`config.mk`:
```
export PLATFORM = sky130hd
export DESIGN_NAME = fetch_queue
export DESIGN_NICKNAME = d
export VERILOG_FILES = /design/src/rtl/fetch_queue.sv
export SDC_FILE = /design/constraint.sdc
export NUM_CORES = 1
export LEC_CHECK = 0
export CAP_MARGIN = 20
export CORE_MARGIN = 1
export CORE_UTILIZATION = 57
export DETAILED_ROUTE_END_ITERATION = 7
export PLACE_DENSITY = 0.87
export SYNTH_ARGS = -nofsm -noshare
export SYNTH_HDL_FRONTEND = slang
export SYNTH_SLANG_ARGS = --single-unit
export TNS_END_PERCENT = 1
```
`constraint.sdc`:
```
create_clock -name clock -period 5.96 [get_ports clock]
set_clock_uncertainty 0.15 [all_clocks]
set_input_delay 1.788 -clock clock [delete_from_list [all_inputs] [get_ports clock]]
set_output_delay 1.788 -clock clock [all_outputs]
set_load 0.03 [all_outputs]
```
`src/rtl/fetch_queue.sv`:
```
// Instruction fetch front end: owns the fetch PC, reads the combinational text memory, and
// buffers {word, pc} pairs in a small FIFO presented to decode through a valid/ready handshake.
`ifndef TEXT_BITS
`define TEXT_BITS 16
`endif

module fetch_queue #(
   parameter int unsigned TEXT_BITS = `TEXT_BITS,
   parameter int unsigned DEPTH     = 4,
   parameter logic [31:0] RESET_PC  = 32'h0040_0000
) (
   input  logic                 clock,
   input  logic                 reset,
   output logic [TEXT_BITS-3:0] text_address,
   input  logic [31:0]          text_q,
   input  logic                 redirect,
   input  logic [31:0]          redirect_pc,
   output logic                 inst_valid,
   input  logic                 inst_ready,
   output logic [31:0]          inst,
   output logic [31:0]          inst_pc
);

   localparam int unsigned PtrW = $clog2(DEPTH);
   localparam logic [PtrW:0] CountFull = (PtrW + 1)'(DEPTH);

   logic [31:0]     fetch_pc_q, fetch_pc_d;
   logic [PtrW-1:0] rd_ptr_q, rd_ptr_d;
   logic [PtrW-1:0] wr_ptr_q, wr_ptr_d;
   logic [PtrW:0]   count_q, count_d;
   logic [31:0]     word_q [DEPTH];
   logic [31:0]     pc_q   [DEPTH];

   logic pop;
   logic push;
   logic unused_redirect_lsb;

   assign unused_redirect_lsb = ^redirect_pc[1:0];

   // Head outputs come only from registered state, never from the inputs.
   assign inst_valid   = (count_q != '0);
   assign inst         = word_q[rd_ptr_q];
   assign inst_pc      = pc_q[rd_ptr_q];
   assign text_address = fetch_pc_q[TEXT_BITS-1:2];

   assign pop  = inst_valid & inst_ready;
   assign push = ~redirect & ((count_q < CountFull) | pop);

   always_comb begin
      fetch_pc_d = fetch_pc_q;
      rd_ptr_d   = rd_ptr_q;
      wr_ptr_d   = wr_ptr_q;
      count_d    = count_q;
      if (redirect) begin
         fetch_pc_d = {redirect_pc[31:2], 2'b00};
         rd_ptr_d   = '0;
         wr_ptr_d   = '0;
         count_d    = '0;
      end else begin
         if (push) begin
            wr_ptr_d   = wr_ptr_q + 1'b1;
            fetch_pc_d = fetch_pc_q + 32'd4;
         end
         if (pop) begin
            rd_ptr_d = rd_ptr_q + 1'b1;
         end
         if (push && !pop) begin
            count_d = count_q + 1'b1;
         end else if (pop && !push) begin
            count_d = count_q - 1'b1;
         end
      end
   end

   always_ff @(posedge clock or negedge reset) begin
      if (!reset) begin
         fetch_pc_q <= RESET_PC;
         rd_ptr_q   <= '0;
         wr_ptr_q   <= '0;
         count_q    <= '0;
      end else begin
         fetch_pc_q <= fetch_pc_d;
         rd_ptr_q   <= rd_ptr_d;
         wr_ptr_q   <= wr_ptr_d;
         count_q    <= count_d;
      end
   end

   always_ff @(posedge clock or negedge reset) begin
      if (!reset) begin
         for (int i = 0; i < int'(DEPTH); i++) begin
            word_q[i] <= '0;
            pc_q[i]   <= '0;
         end
      end else if (push) begin
         word_q[wr_ptr_q] <= text_q;
         pc_q[wr_ptr_q]   <= fetch_pc_q;
      end
   end

endmodule

```
==> impl_metrics.env <==
export IMPL_status="finished with violations"
export IMPL_failed_checks="DRC"
export IMPL_hold_class="flip-flop to flip-flop"
export IMPL_cp_end_kind="output pin"
export IMPL_vias_per_cell=5.94
export IMPL_yosysTopAreaCellShare=0.550
export IMPL_synth_distinct_cells=40
export IMPL_synth_seq_area_share=0.553
export IMPL_yosys_top_cells_count="284 x dfrtp_1, 224 x mux2_2, 70 x nand2_1, 62 x mux4_2, 43 x o21ai_0"
export IMPL_synth_edf_count=0
export IMPL_synth_area_leaders="dfrtp_1 55%, mux2_2 20%, mux4_2 11%"
export IMPL_place_congestion=0.775
export IMPL_yosys_area_top_type="dfrtp_1"
export IMPL_slew_violations=0
export IMPL_fmax_ghz=0.204
export IMPL_hold_viol=0
export IMPL_synthMostInstantiatedCell="dfrtp_1"
export IMPL_min_delay_path_depth=2
export IMPL_worst_pin_slew_ns=1.07
export IMPL_synth_top_family_by_area="multiplexers"
export IMPL_syn_inst=891
export IMPL_hold_end="pc_q[16]"
export IMPL_timing_setup_tns_ns=0
export IMPL_grt_setup_unrepaired="false"
export IMPL_post_dp_cell_area_um2=14400
export IMPL_hold_buffers=0
export IMPL_synth_area_per_cell_um2=14.5
export IMPL_startpoint_type="flip-flop"
export IMPL_period_share=0.821
export IMPL_die_h_um=152
export IMPL_wirelength_um=26800
export IMPL_yosysWarnings=0
export IMPL_fin_ws_ns=1.07
export IMPL_dr_first_iter_drc_count=392
export IMPL_r2r_end="word_q[107]"
export IMPL_drtAntennaViolNets=0
export IMPL_wire_per_inst_um=20.6
export IMPL_routed_via_count=7724
export IMPL_regToRegSetupSlack_ns=3.08
export IMPL_core_um2=22000
export IMPL_dp_cells=1247
export IMPL_worstHoldStart="pc_q[16]"
export IMPL_clkTransAtPathRegs_ns=0.06
export IMPL_start_util=0.586
export IMPL_dpl_hpwl_um=16400
export IMPL_drt_pass1_iterations=6
export IMPL_ys_seq_elements=285
export IMPL_peakVddDrop_mv=0.294
export IMPL_htreeDepth=1
export IMPL_cts_inserted_buffers=30
export IMPL_arrival_ns=2.95
export IMPL_required_ns=4.02
export IMPL_cts_setup_buffers=0
export IMPL_leakage_nw=6.49
export IMPL_cts_max_path_buffers=3
export IMPL_layout_cells_non_filler=1301
export IMPL_power_density_nw_per_um2=557
export IMPL_syn_area_um2=12900
export IMPL_hold_worst_slack_ns=0.327
export IMPL_fin_nets=1073
export IMPL_drc_errors=12
export IMPL_portBuffers=142
export IMPL_post_synth_xor_area_fraction=0.0217
export IMPL_final_area_um2=15400
export IMPL_synth_simple_area_share=0.0545
export IMPL_grt_max_degree=122
export IMPL_drive_above_1_share=0.360
export IMPL_period_needed_ns=4.89
export IMPL_clk_latency_ns=0.54
export IMPL_root_buffer="clkbuf_16"
export IMPL_dp_worst_setup_slack_ns=1.13
export IMPL_rows=54
export IMPL_max_cap_viol_count=0
export IMPL_overflow=0
export IMPL_crit_path_max_fanout=30
export IMPL_cts_sinks=285
export IMPL_timing_rr_start="count_q[2]"
export IMPL_critPathKind="flip-flop to output pin"
export IMPL_syn_to_final_growth_pct=19.7
export IMPL_grt_pass1_wl_um=44500
export IMPL_setup_violations=0
export IMPL_die_w_um=152
export IMPL_relSlewSlack=0.288
export IMPL_synthAdderAreaFrac=0.00640
export IMPL_synth_compound_gate_area_share=0.0239
export IMPL_antenna_found_initial=1
export IMPL_synthFlopType="dfrtp_1"
export IMPL_track_usage=0.242
export IMPL_die_area_um2=23300
export IMPL_async_reset_ff_frac=1.00
export IMPL_grt_pass1_vias=8186
export IMPL_cts_tree="built"
export IMPL_muxShareOfSynthArea=0.304
export IMPL_r2r_cells=4
export IMPL_ioPinCount=147
export IMPL_cts_resized=0
[state kept, by name, indices dropped and copies added, names as in the netlist]
name,flops
word_q,128
pc_q,120
fetch_pc_q,30
count_q,3
rd_ptr_q,2
wr_ptr_q,2
[kinds of logic after synthesis]
family / after synthesis
AND/OR/NAND/NOR: 130
flip-flops: 285
other: 1
multiplexers: 287
adder cells (fa/ha/maj): 6
AO/OA/AOI/OAI: 61
XOR/XNOR: 32
buffers and inverters: 89
[metal layers]
| metal | vias up | track usage | wire length (um) |
|---|---|---|---|
| met3 | 47 | 0.0324 | 1230 |
| met5 | - | 0 | 0 |
| li1 | 3431 | - | - |
| met1 | 4049 | 0.332 | 11400 |
| met2 | 197 | 0.412 | 13600 |
| met4 | 0 | 0.0587 | 532 |
[worst max-delay path by stage]
| stage | cells after the start | end | startpoint |
|---|---|---|---|
| floorplan | 3 | inst[10] | rd_ptr_q[0] |
| global placement | 5 | pc_q[56] | inst_ready |
| detailed placement | 5 | word_q[107] | inst_ready |
| CTS | 3 | inst_pc[6] | rd_ptr_q[0] |
| global route | 3 | inst[7] | rd_ptr_q[0] |
| finish | 3 | inst[15] | rd_ptr_q[0] |
[through the flow]
| step | total power [W] | utilization |
|---|---|---|
| finish | 0.00860 | 0.701 |
| global placement | 0.00663 | 0.655 |
| detailed placement | 0.00678 | 0.655 |
| CTS | 0.00867 | 0.701 |
| floorplan | 0.00558 | - |
| global route | 0.00903 | 0.701 |
[power breakdown]
group	internal (W)	switching (W)
Sequential	0.00280	0.000523
Combinational	0.00184	0.00157
Clock	0.00115	0.000728
Total	0.00578	0.00282
[cells in the final DEF (no fill, tap or decap), drive strengths merged, types with 2 or more instances in the layout]
cell type / n
nand3: 10
clkbuf: 42
or3: 2
nand2b: 2
inv: 11
and4: 3
mux4: 62
xor2: 7
clkinv: 8
nor2: 10
nor3: 6
ha: 5
a21oi: 4
clkdlybuf4s50: 140
buf: 13
o21ai: 56
xnor2: 25
and3: 5
mux2: 224
conb: 2
dfrtp: 284
nand2: 70
bufinv: 3
nor4: 14
nand4: 5
[layout make-up]
cell class	instances	area (um2)
tap	280	350
multi-input combinational	518	5340
clock buffer	42	877
fill	1485	6580
inverter	11	41.3
clock inverter	11	130
antenna	1	2.50
sequential	285	7140
timing repair buffer	153	1570
[critical path: stages, from the launching register on]
cell             delay (ns)
dfrtp_4                0.87
buf_12                 0.33
mux4_2                 0.55
clkdlybuf4s50_1        0.62
Note: power is estimated with default switching activity, not from simulation.
